$ cat src/rtl/decade_pkg.sv
// Shared constants and helpers for the BCD down-timer and its digit slices.
package decade_pkg;

    localparam int unsigned BCD_W   = 4;
    localparam logic [3:0]  BCD_MAX = 4'd9;

    localparam logic [1:0] ST_IDLE = 2'd0;
    localparam logic [1:0] ST_RUN  = 2'd1;
    localparam logic [1:0] ST_DONE = 2'd2;

    // Non-decimal nibbles (A-F) saturate to 9 so the count stays valid BCD.
    function automatic logic [BCD_W-1:0] clamp_digit(input logic [BCD_W-1:0] d);
        return (d > BCD_MAX) ? BCD_MAX : d;
    endfunction

endpackage

$ cat src/rtl/bcd_digit_down.sv
// One combinational BCD digit decrement slice with borrow ripple.
module bcd_digit_down
    import decade_pkg::*;
(
    input  logic [BCD_W-1:0] d_in,
    input  logic             borrow_in,
    output logic [BCD_W-1:0] d_out,
    output logic             borrow_out
);

    always_comb begin
        d_out      = d_in;
        borrow_out = 1'b0;
        if (borrow_in) begin
            if (d_in == '0) begin
                d_out      = BCD_MAX;
                borrow_out = 1'b1;
            end else begin
                d_out = d_in - BCD_W'(1);
            end
        end
    end

endmodule

$ cat src/rtl/decade_down_timer.sv
// Cascadable BCD down-counter/timer: load a preset, count down on en after start,
// pulse done at zero and optionally reload the preset.
module decade_down_timer
    import decade_pkg::*;
#(
    parameter int unsigned DIGITS = 2,
    parameter bit          RELOAD = 1'b0
) (
    input  logic                    clk,
    input  logic                    reset,
    input  logic                    load,
    input  logic [BCD_W*DIGITS-1:0] load_val,
    input  logic                    start,
    input  logic                    en,
    output logic [BCD_W*DIGITS-1:0] out,
    output logic                    busy,
    output logic                    done
);

    localparam int unsigned CW = BCD_W * DIGITS;

    logic [1:0]        state;
    logic [1:0]        state_nxt;
    logic [CW-1:0]     preset;
    logic [CW-1:0]     preset_nxt;
    logic [CW-1:0]     out_nxt;
    logic              busy_nxt;
    logic              done_nxt;
    logic [CW-1:0]     load_clamped;
    logic [CW-1:0]     dec_val;
    logic [DIGITS:0]   borrow;
    logic [DIGITS-1:0] digit_zero;
    logic [DIGITS-1:0] dec_digit_zero;
    logic              count_zero;
    logic              dec_zero;

    // Ripple-borrow decrement chain; digit 0 always borrows to subtract one.
    assign borrow[0] = 1'b1;

    for (genvar g = 0; g < DIGITS; g++) begin : g_digit
        bcd_digit_down u_digit (
            .d_in      (out[g*BCD_W +: BCD_W]),
            .borrow_in (borrow[g]),
            .d_out     (dec_val[g*BCD_W +: BCD_W]),
            .borrow_out(borrow[g+1])
        );
        assign digit_zero[g]     = (out[g*BCD_W +: BCD_W] == '0);
        assign dec_digit_zero[g] = (dec_val[g*BCD_W +: BCD_W] == '0);
    end

    assign count_zero = &digit_zero;
    assign dec_zero   = &dec_digit_zero;

    always_comb begin
        load_clamped = '0;
        for (int i = 0; i < int'(DIGITS); i++) begin
            load_clamped[i*BCD_W +: BCD_W] = clamp_digit(load_val[i*BCD_W +: BCD_W]);
        end
    end

    // Next-state and next-output logic; load overrides every state.
    always_comb begin
        state_nxt  = state;
        out_nxt    = out;
        preset_nxt = preset;
        if (load) begin
            out_nxt    = load_clamped;
            preset_nxt = load_clamped;
            state_nxt  = ST_IDLE;
        end else begin
            case (state)
                ST_IDLE: begin
                    if (start && !count_zero) begin
                        state_nxt = ST_RUN;
                    end
                end
                ST_RUN: begin
                    // A borrow out of the top digit would mean a wrap from zero; refuse it.
                    if (en && !borrow[DIGITS]) begin
                        out_nxt = dec_val;
                        if (dec_zero) begin
                            state_nxt = ST_DONE;
                        end
                    end
                end
                ST_DONE: begin
                    if (RELOAD && (preset != '0)) begin
                        out_nxt   = preset;
                        state_nxt = ST_RUN;
                    end else begin
                        state_nxt = ST_IDLE;
                    end
                end
                default: begin
                    state_nxt = ST_IDLE;
                end
            endcase
        end
        busy_nxt = (state_nxt == ST_RUN);
        done_nxt = (state_nxt == ST_DONE);
    end

    always_ff @(posedge clk) begin
        if (!reset) begin
            state  <= ST_IDLE;
            out    <= '0;
            preset <= '0;
            busy   <= 1'b0;
            done   <= 1'b0;
        end else begin
            state  <= state_nxt;
            out    <= out_nxt;
            preset <= preset_nxt;
            busy   <= busy_nxt;
            done   <= done_nxt;
        end
    end

endmodule

$ cat config.mk
export PLATFORM = sky130hd
export DESIGN_NAME = decade_down_timer
export DESIGN_NICKNAME = d
export VERILOG_FILES = /design/src/rtl/decade_pkg.sv /design/src/rtl/bcd_digit_down.sv /design/src/rtl/decade_down_timer.sv
export SDC_FILE = /design/constraint.sdc
export NUM_CORES = 1
export LEC_CHECK = 0
export BUFFER_PORTS_ARGS = -buffer_cell sky130_fd_sc_hd__buf_2
export CORE_ASPECT_RATIO = 1.2
export CORE_UTILIZATION = 30
export CTS_CLUSTER_SIZE = 10
export DETAILED_ROUTE_END_ITERATION = 8
export REMOVE_ABC_BUFFERS = 1
export SLEW_MARGIN = 5
export SYNTH_ARGS = -nofsm -noshare
export SYNTH_HDL_FRONTEND = slang
export SYNTH_SLANG_ARGS = --single-unit
$ cat constraint.sdc
create_clock -name clk -period 2.4 [get_ports clk]
set_input_delay 0.24 -clock clk [delete_from_list [all_inputs] [get_ports clk]]
set_output_delay 0.24 -clock clk [all_outputs]
set_load 0.01 [all_outputs]
Word-level counts from Yosys, hierarchy flattened --
Cells that the tools add are included.
Word-level totals: bits in registers 12, word-level logic and storage cells 41, bits of input ports 13, output and inout port bits 10
Operators by class: add/sub/neg operators 2, order comparisons 2, reductions and logical operators 14, muxes and demuxes 16, eq/ne operators 3
Operator list (count):
- 8-bit 2-to-1 mux | 3
- 4-bit 2-to-1 mux | 5
- 4-bit zero test | 4
- 4-bit greater-than comparator (second input constant) | 2
- 2-bit 2-to-1 mux | 4
- 4-bit by 1-bit subtractor with 4-bit output (second input constant) | 2
- 2-bit AND reduction | 3
- 2-bit by 1-bit == test with 1-bit output (second input constant) | 2
- 2-bit one-hot mux with 2 select lines | 1
- 2-bit nonzero test | 2
- 1-bit 2-to-1 mux | 3
- 2-bit == test (second input constant) | 1
- 1-bit logical AND | 2
- 1-bit zero test | 2
- 2-bit zero test | 1

Logic depth before layout (Yosys ltp) --
Gate-level depths: netlist (run 1).
depth in word-level cells 10, gate-level depth with buffers 5, depth with buffers taken out 4

Hierarchy --
A second synthesis (run 1) with hierarchy kept.
Second synthesis, totals: cell total of the unflattened synthesis 84, area, all modules 733.2 sq um
Modules (own cells, without submodules):
- decade_down_timer | cells an instance 62, times used 1, seq. area each 240.2 sq um, area each 575.6 sq um
- bcd_digit_down | cells an instance 11, times used 2, seq. area each 0.0 sq um, area each 78.8 sq um

Least setup slack after synthesis (run 1) --
OpenSTA, ideal clock, no wires.
path type reg2reg, start reg out[2], end reg out[6], setup time 0.132 ns, data arrival time 1.536 ns, slack 0.732 ns, path buffers 0, stages on the path, launching flop included 5, required time 2.268 ns, period minus slack after synthesis 1.668 ns, cell sequence dfxtp_1 or3_4 or3_4 a2111oi_2 a211oi_1
Between the ends: longest elaborated chain between the ends 7, elaborated cells between the ends (all ways) 11, classes of those cells mux: 6; reduce/logical: 5
Ends and longest elaborated chain:
- from (decl) | line decade_down_timer.sv:15 | output logic [BCD_W*DIGITS-1:0] out,
- from (signal assigned) | line decade_down_timer.sv:112 | out <= out_nxt;
- 4-bit zero test (*) | line bcd_digit_down.sv:15 | if (d_in == '0) begin
- 1-bit 2-to-1 mux (*) | line bcd_digit_down.sv:15
- 1-bit 2-to-1 mux | line bcd_digit_down.sv:14 | if (borrow_in) begin
- 1-bit zero test | line decade_down_timer.sv:79 | if (en && !borrow[DIGITS]) begin
- 1-bit logical AND | line decade_down_timer.sv:79
- 2-bit nonzero test (no line)
- 2-bit AND reduction (no line)
Every way passes the cells marked *; elsewhere a longest branch is shown, timed or not. The select of a mux whose other input is x is not followed. A chain may end at the register's enable or synchronous reset.

Worst setup path after layout (run 1) --
Ends and elaborated chain as after synthesis.

==> results by group, run 1 <==
Yosys
  – Post-Syn Instances: 81
  – Synth Cell Area: 652 um2
  – Post-synth EDFFs: 0
  – YS warnings: 0
  – FFs w/ async S/R, synth: 0
  – Yosys cell types: 27
  – Syn avg cell area: 8.05 um2
  – Synth Flop Type: dfxtp_1
  – Sequential-to-total area share from yosys stat: 0.369
  – Yosys reg bits: 12

GRT
  – Pin count of the biggest net entering global routing: 20
  – GRT Overall Usage: 0.151
  – Initial antenna violation count: 0
  – Vias in the first global route: 657
  – Grt ovf: 0
  – First-pass GRT wire length: 2.60 mm

Layout
  – Most frequent cells in the layout: buf_2, dfxtp_1, inv_1, o21ai_0, nand2_1
  – Antenna fix cells: 0
  – # fillers: 221
  – Nets: 118
  – Layout area overhead: 24.2%
  – Share of cells above drive strength 1: 0.301
  – Commonest non-fill, non-tap cell in the layout: buf_2

Placement
  – # port buffers: 22
  – Placer congestion estimate: 0.780
  – HPWL after detailed placement: 1.12 mm
  – Pre-CTS WS: 0.701 ns

Clocking
  – Worst-path clk slew: 0.07 ns
  – Skew-Pair Late Insertion Delay: 0.27 ns
  – CTS max path bufs: 2
  – CTS Buf Count: 3
  – CTS Root Cell: clkbuf_4
  – Hold buffer count at CTS: 0
  – CTS sink cnt: 12
  – Cts repair resizes: 0
  – CTS tree: yes
  – Post-CTS Setup Bufs: 0
  – H-tree levels: 1

Floorplanning
  – Die ar.: 0.00236 mm2
  – IO Pins: 23
  – Die span in y: 53.1 um
  – Initial Utilization: 0.318
  – DIE WIDTH: 44.6 um
  – Core area: 0.00205 mm2
  – # rows: 18

STA
  – Max_slew headroom: 0.706
  – Worst Skew: 0.00399 ns
  – Minimum clock period: 1.71 ns
  – Max-slew violation count: 0
  – Final period utilization: 0.711
  – Setup TNS: 0 ns
  – Setup-failing EPs final: 0
  – Setup slack after layout: 0.694 ns
  – Fmax: 586 MHz
  – Worst-margin pin slew: 0.438 ns
  – Final Hold Vio Count: 0
  – Hold_ws: 0.228 ns
  – RSZ-0062 raised after global routing: false

Setup path
  – Family with the most delay on the worst path: simple AND/OR/NAND/NOR gates
  – Worst stage delay on the critical path: 0.42 ns
  – CP Data Required Time: 2.55 ns
  – Critical path's most frequent cell: or3_4
  – Crit-path max FO: 8
  – Slowest cell on the critical path: or3_4
  – Worst Setup Path Type: flop to flop
  – Critical path arrival: 1.86 ns
  – Crit end category: flop
  – Cells along the critical path: or3_4 > or3_4 > a2111oi_2 > a211oi_1
  – Buf/Inv on CP: 0
  – Startpoint type of the worst setup path: flop

Detailed routing
  – TritonRoute pass-1 iters: 4
  – Final wirelength: 1.44 mm
  – Antenna-violating nets left: 0
  – DR vias: 653
  – Wirelength per Cell: 10.8 um
  – Drt drc: 0
  – Detailed router's first-iteration violation count: 5
  – Vias/cell: 4.91

Power
  – Worst IR Drop VDD: 0.247 mV
  – Power density cells: 532 mW/mm2
  – Pleak: 0.347 nW

Min path
  – Hold Crit Class: input port to flop

Job
  – Max cap viols: 0

Outcome
  – Run status: finished clean
## cells in the mapped netlist (2+ instances only)
library cell / count / area (um2)
nand2_1: 6 / 22.5
clkbuf_1: 2 / 7.51
nand3b_1: 4 / 30.0
a21oi_1: 5 / 25.0
a211oi_1: 2 / 15.0
o21ai_0: 8 / 40.0
a2111oi_2: 2 / 30.0
nor4_1: 4 / 25.0
or2_2: 2 / 12.5
nor2_1: 5 / 18.8
nor3_1: 4 / 20.0
inv_1: 8 / 30.0
o311ai_0: 2 / 17.5
or3_4: 2 / 22.5
nand2b_1: 2 / 12.5
dfxtp_1: 12 / 240
## flip-flops by register name, indices dropped and copies added, names as in the netlist
name / flops
out: 8
state: 2
busy: 1
done: 1
## logic make-up (layout without fill, tap and decap cells)
family	Yosys count	after routing	share of synthesized area
AND/OR/NAND/NOR	33	33	0.290
AO/OA/AOI/OAI	24	24	0.263
flip-flops	12	12	0.369
buffers and inverters	11	33	0.0653
XOR/XNOR	1	1	0.0134
## worst min-delay path, stage by stage
cell and delay, ns:
buf_2 0.10, nand3_1 0.06, o21ai_0 0.06
## report_power, final
part / switching, mW / internal [mW] / total [mW] / leakage [nW]
clock network: 0.0643 / 0.0581 / 0.122 / 0.0138
logic: 0.0466 / 0.0374 / 0.0840 / 0.235
registers: 0.0143 / 0.210 / 0.225 / 0.0988
total: 0.125 / 0.306 / 0.431 / 0.347
## layout make-up
type                            instances  area, um2  share of cell area
Inverter                                8       30.0              0.0371
Tap cell                               30       37.5              0.0464
Multi-Input combinational cell         58        369               0.456
Timing Repair Buffer                   22        110               0.136
Clock buffer                            3       22.5              0.0278
Sequential cell                        12        240               0.297
## path summary, 6_finish.rpt
kind	cells past startpoint	slack, ns	endpoint	startpoint
setup / recovery	4	0.69	out[6]$_SDFFE_PN0P_	out[2]$_SDFFE_PN0P_
hold / removal	3	0.23	out[7]$_SDFFE_PN0P_	load_val[7]
setup reg to reg	4	0.69	out[6]$_SDFFE_PN0P_	out[2]$_SDFFE_PN0P_
hold reg to reg	2	0.49	busy$_SDFF_PN0_	state[0]$_SDFF_PN0_
## per-layer routing
metal,global-route usage,part of all wire,wire (um)
met5,0,0,0
met4,0.0909,0.017,25
met2,0.272,0.51,739
met3,0.0205,0.038,55
met1,0.165,0.43,622
## stage by stage
step                instances   util  area (um2)  power (mW)
floorplan                  78      -         639       0.277
global placement          130  0.384         787       0.312
detailed placement        130  0.384         787       0.314
CTS                       133  0.395         810       0.436
global route              133  0.395         810       0.460
finish                    133  0.395         810       0.431
(Power assumes the default switching activity.)
==> inputs of run 2 (changes only) <==
--- a/config.mk
+++ b/config.mk
@@ -5,6 +5,7 @@
 export SDC_FILE = /design/constraint.sdc
 export NUM_CORES = 1
 export LEC_CHECK = 0
+export ABC_AREA = 1
 export BUFFER_PORTS_ARGS = -buffer_cell sky130_fd_sc_hd__buf_2
 export CORE_ASPECT_RATIO = 1.2
 export CORE_UTILIZATION = 30
==> constraint.sdc (replaced) <==
create_clock -name clk -period 1.49 [get_ports clk]
set_input_delay 0.149 -clock clk [delete_from_list [all_inputs] [get_ports clk]]
set_output_delay 0.149 -clock clk [all_outputs]
set_load 0.01 [all_outputs]
==> results by group, run 2 <==
Outcome
  – Run status: finished clean

Clocking
  – Worst-path clk slew: 0.08 ns
  – H-tree levels: 1
  – CTS max path bufs: 2
  – CTS tree: yes
  – Skew-Pair Late Insertion Delay: 0.27 ns
  – CTS Buf Count: 3
  – CTS Root Cell: clkbuf_4
  – CTS sink cnt: 12
  – Hold buffer count at CTS: 0

Yosys
  – Synth top cells by count: nand2_1, nor2_1, inv_1
  – Yosys reg bits: 12
  – Sequential-to-total area share from yosys stat: 0.330
  – Top cell type by total area after synthesis: dfxtp_1
  – Synth Flop Type: dfxtp_1
  – Area fraction of the dominant cell type after synthesis: 0.330
  – Post-synth EDFFs: 0
  – Largest cells by area after synthesis: dfxtp_1, nand2_1, nor2_1
  – YS warnings: 0
  – Post-Syn Instances: 117
  – Yosys cell types: 19
  – FFs w/ async S/R, synth: 0
  – Count leader, synth: nand2_1
  – Syn avg cell area: 6.22 um2
  – Synth Cell Area: 728 um2

Detailed routing
  – Wirelength per Cell: 9.93 um
  – Vias/cell: 4.47
  – Antenna-violating nets left: 0
  – DR vias: 791
  – Detailed router's first-iteration violation count: 8
  – TritonRoute pass-1 iters: 4
  – Drt drc: 0
  – Final wirelength: 1.76 mm

STA
  – Minimum clock period: 1.37 ns
  – Worst Skew: 0.00292 ns
  – Fmax: 728 MHz
  – Hold_ws: 0.143 ns
  – Max-slew violation count: 0
  – Final Hold Vio Count: 0
  – Final period utilization: 0.921
  – Max_slew headroom: 0.836
  – Setup-failing EPs final: 0
  – Setup TNS: 0 ns
  – Worst-margin pin slew: 0.244 ns
  – Setup slack after layout: 0.117 ns

Layout
  – Largest registers: out x8, state x2
  – Layout area overhead: 32.8%
  – Share of cells above drive strength 1: 0.322
  – Nets: 160
  – Max reg flops: 8
  – Post-route insts no fill: 177
  – Final Cell Area: 967 um2
  – Commonest non-fill, non-tap cell in the layout: nand2_1
  – Antenna fix cells: 0
  – Largest Register: out
  – Final Util: 0.424
  – Most frequent cells in the layout: nand2_1, buf_2, nor2_1, inv_1, nand3_1

Floorplanning
  – # rows: 19
  – IO Pins: 23
  – Core area: 0.00228 mm2
  – Die span in y: 56.0 um
  – Initial Utilization: 0.319
  – Die ar.: 0.00263 mm2
  – DIE WIDTH: 47.0 um

Setup path
  – Crit end category: flop
  – Worst reg2reg endpoint: out[6]$_SDFFE_PN0P_
  – Reg-to-reg startpoint: out[6]$_SDFFE_PN0P_
  – Worst Setup Path Type: flop to flop
  – Critical path arrival: 1.55 ns
  – R2R depth: 9
  – Crit path to: out[6]$_SDFFE_PN0P_
  – CP Data Required Time: 1.66 ns
  – Setup crit start: out[6]$_SDFFE_PN0P_
  – R2R setup slack: 0.12 ns
  – Startpoint type of the worst setup path: flop
  – Crit-path max FO: 9

Power
  – Total Power: 893 uW
  – Power density cells: 924 mW/mm2
  – Worst IR Drop VDD: 0.409 mV
  – Pleak: 0.500 nW

GRT
  – Initial antenna violation count: 0
  – GRT Overall Usage: 0.151
  – Vias in the first global route: 750
  – Pin count of the biggest net entering global routing: 12
  – Grt ovf: 0
  – First-pass GRT wire length: 2.94 mm

Placement
  – # port buffers: 22
  – Placed insts: 170
  – HPWL after detailed placement: 1.38 mm
  – Placer congestion estimate: 0.850
  – Placed inst area: 881 um2
  – Pre-CTS WS: 0.0870 ns

Job
  – Max cap viols: 0

Min path
  – Hold Crit Depth: 3
  – Hold Crit Class: input port to flop
run 2: worst min-delay path by stage:
stage,slack [ns],end,from
floorplan,0.25,out[7]$_SDFFE_PN0P_,reset
global placement,0.42,out[7]$_SDFFE_PN0P_,reset
detailed placement,0.43,out[7]$_SDFFE_PN0P_,reset
CTS,0.14,out[7]$_SDFFE_PN0P_,reset
global route,0.15,out[1]$_SDFFE_PN0P_,reset
finish,0.14,out[7]$_SDFFE_PN0P_,reset
run 2: critical path: stages, from the launching register on:
cell and delay, ns:
dfxtp_1 0.43, inv_1 0.06, nand2_1 0.10, nor2_2 0.06, nor2_2 0.14, nand2_4 0.08, nand2_4 0.13, clkinv_4 0.09
nor2_1 0.13, nor2_1 0.05
run 2: cell type report:
class | instances | area [um2]
Clock buffer | 4 | 36.3
Fill cell | 250 | 1320
Inverter | 17 | 68.8
Multi-Input combinational cell | 87 | 440
Sequential cell | 12 | 243
Tap cell | 31 | 38.8
Timing Repair Buffer | 26 | 140
run 2: routing by layer:
| metal | up-vias | GRT usage | wire (um) |
|---|---|---|---|
| met5 | - | 0 | 0 |
| met4 | 0 | 0.102 | 45 |
| met3 | 6 | 0.0325 | 64 |
| met2 | 20 | 0.232 | 860 |
| met1 | 332 | 0.178 | 787 |
| li1 | 433 | - | - |
run 2: cell families (layout without fill, tap and decap cells):
kind of cell / count (synthesis) / in the layout / synth area share
AOI/OAI and AO/OA: 18 / 18 / 0.137
buffers and inverters: 18 / 47 / 0.0996
DFF: 12 / 12 / 0.330
and+or+nand+nor: 69 / 69 / 0.433
run 2: what timing repair did:
item | 4_1_cts | 5_1_grt
setup buffers | 0 | 3
gates resized for setup | 0 | 8
setup endpoints to repair | 0 | 10
run 2: where the power goes:
part	switching, mW	leakage, nW	internal (mW)	total (mW)
clock network	0.112	0.0210	0.148	0.261
logic	0.158	0.380	0.108	0.266
registers	0.0236	0.0993	0.343	0.367
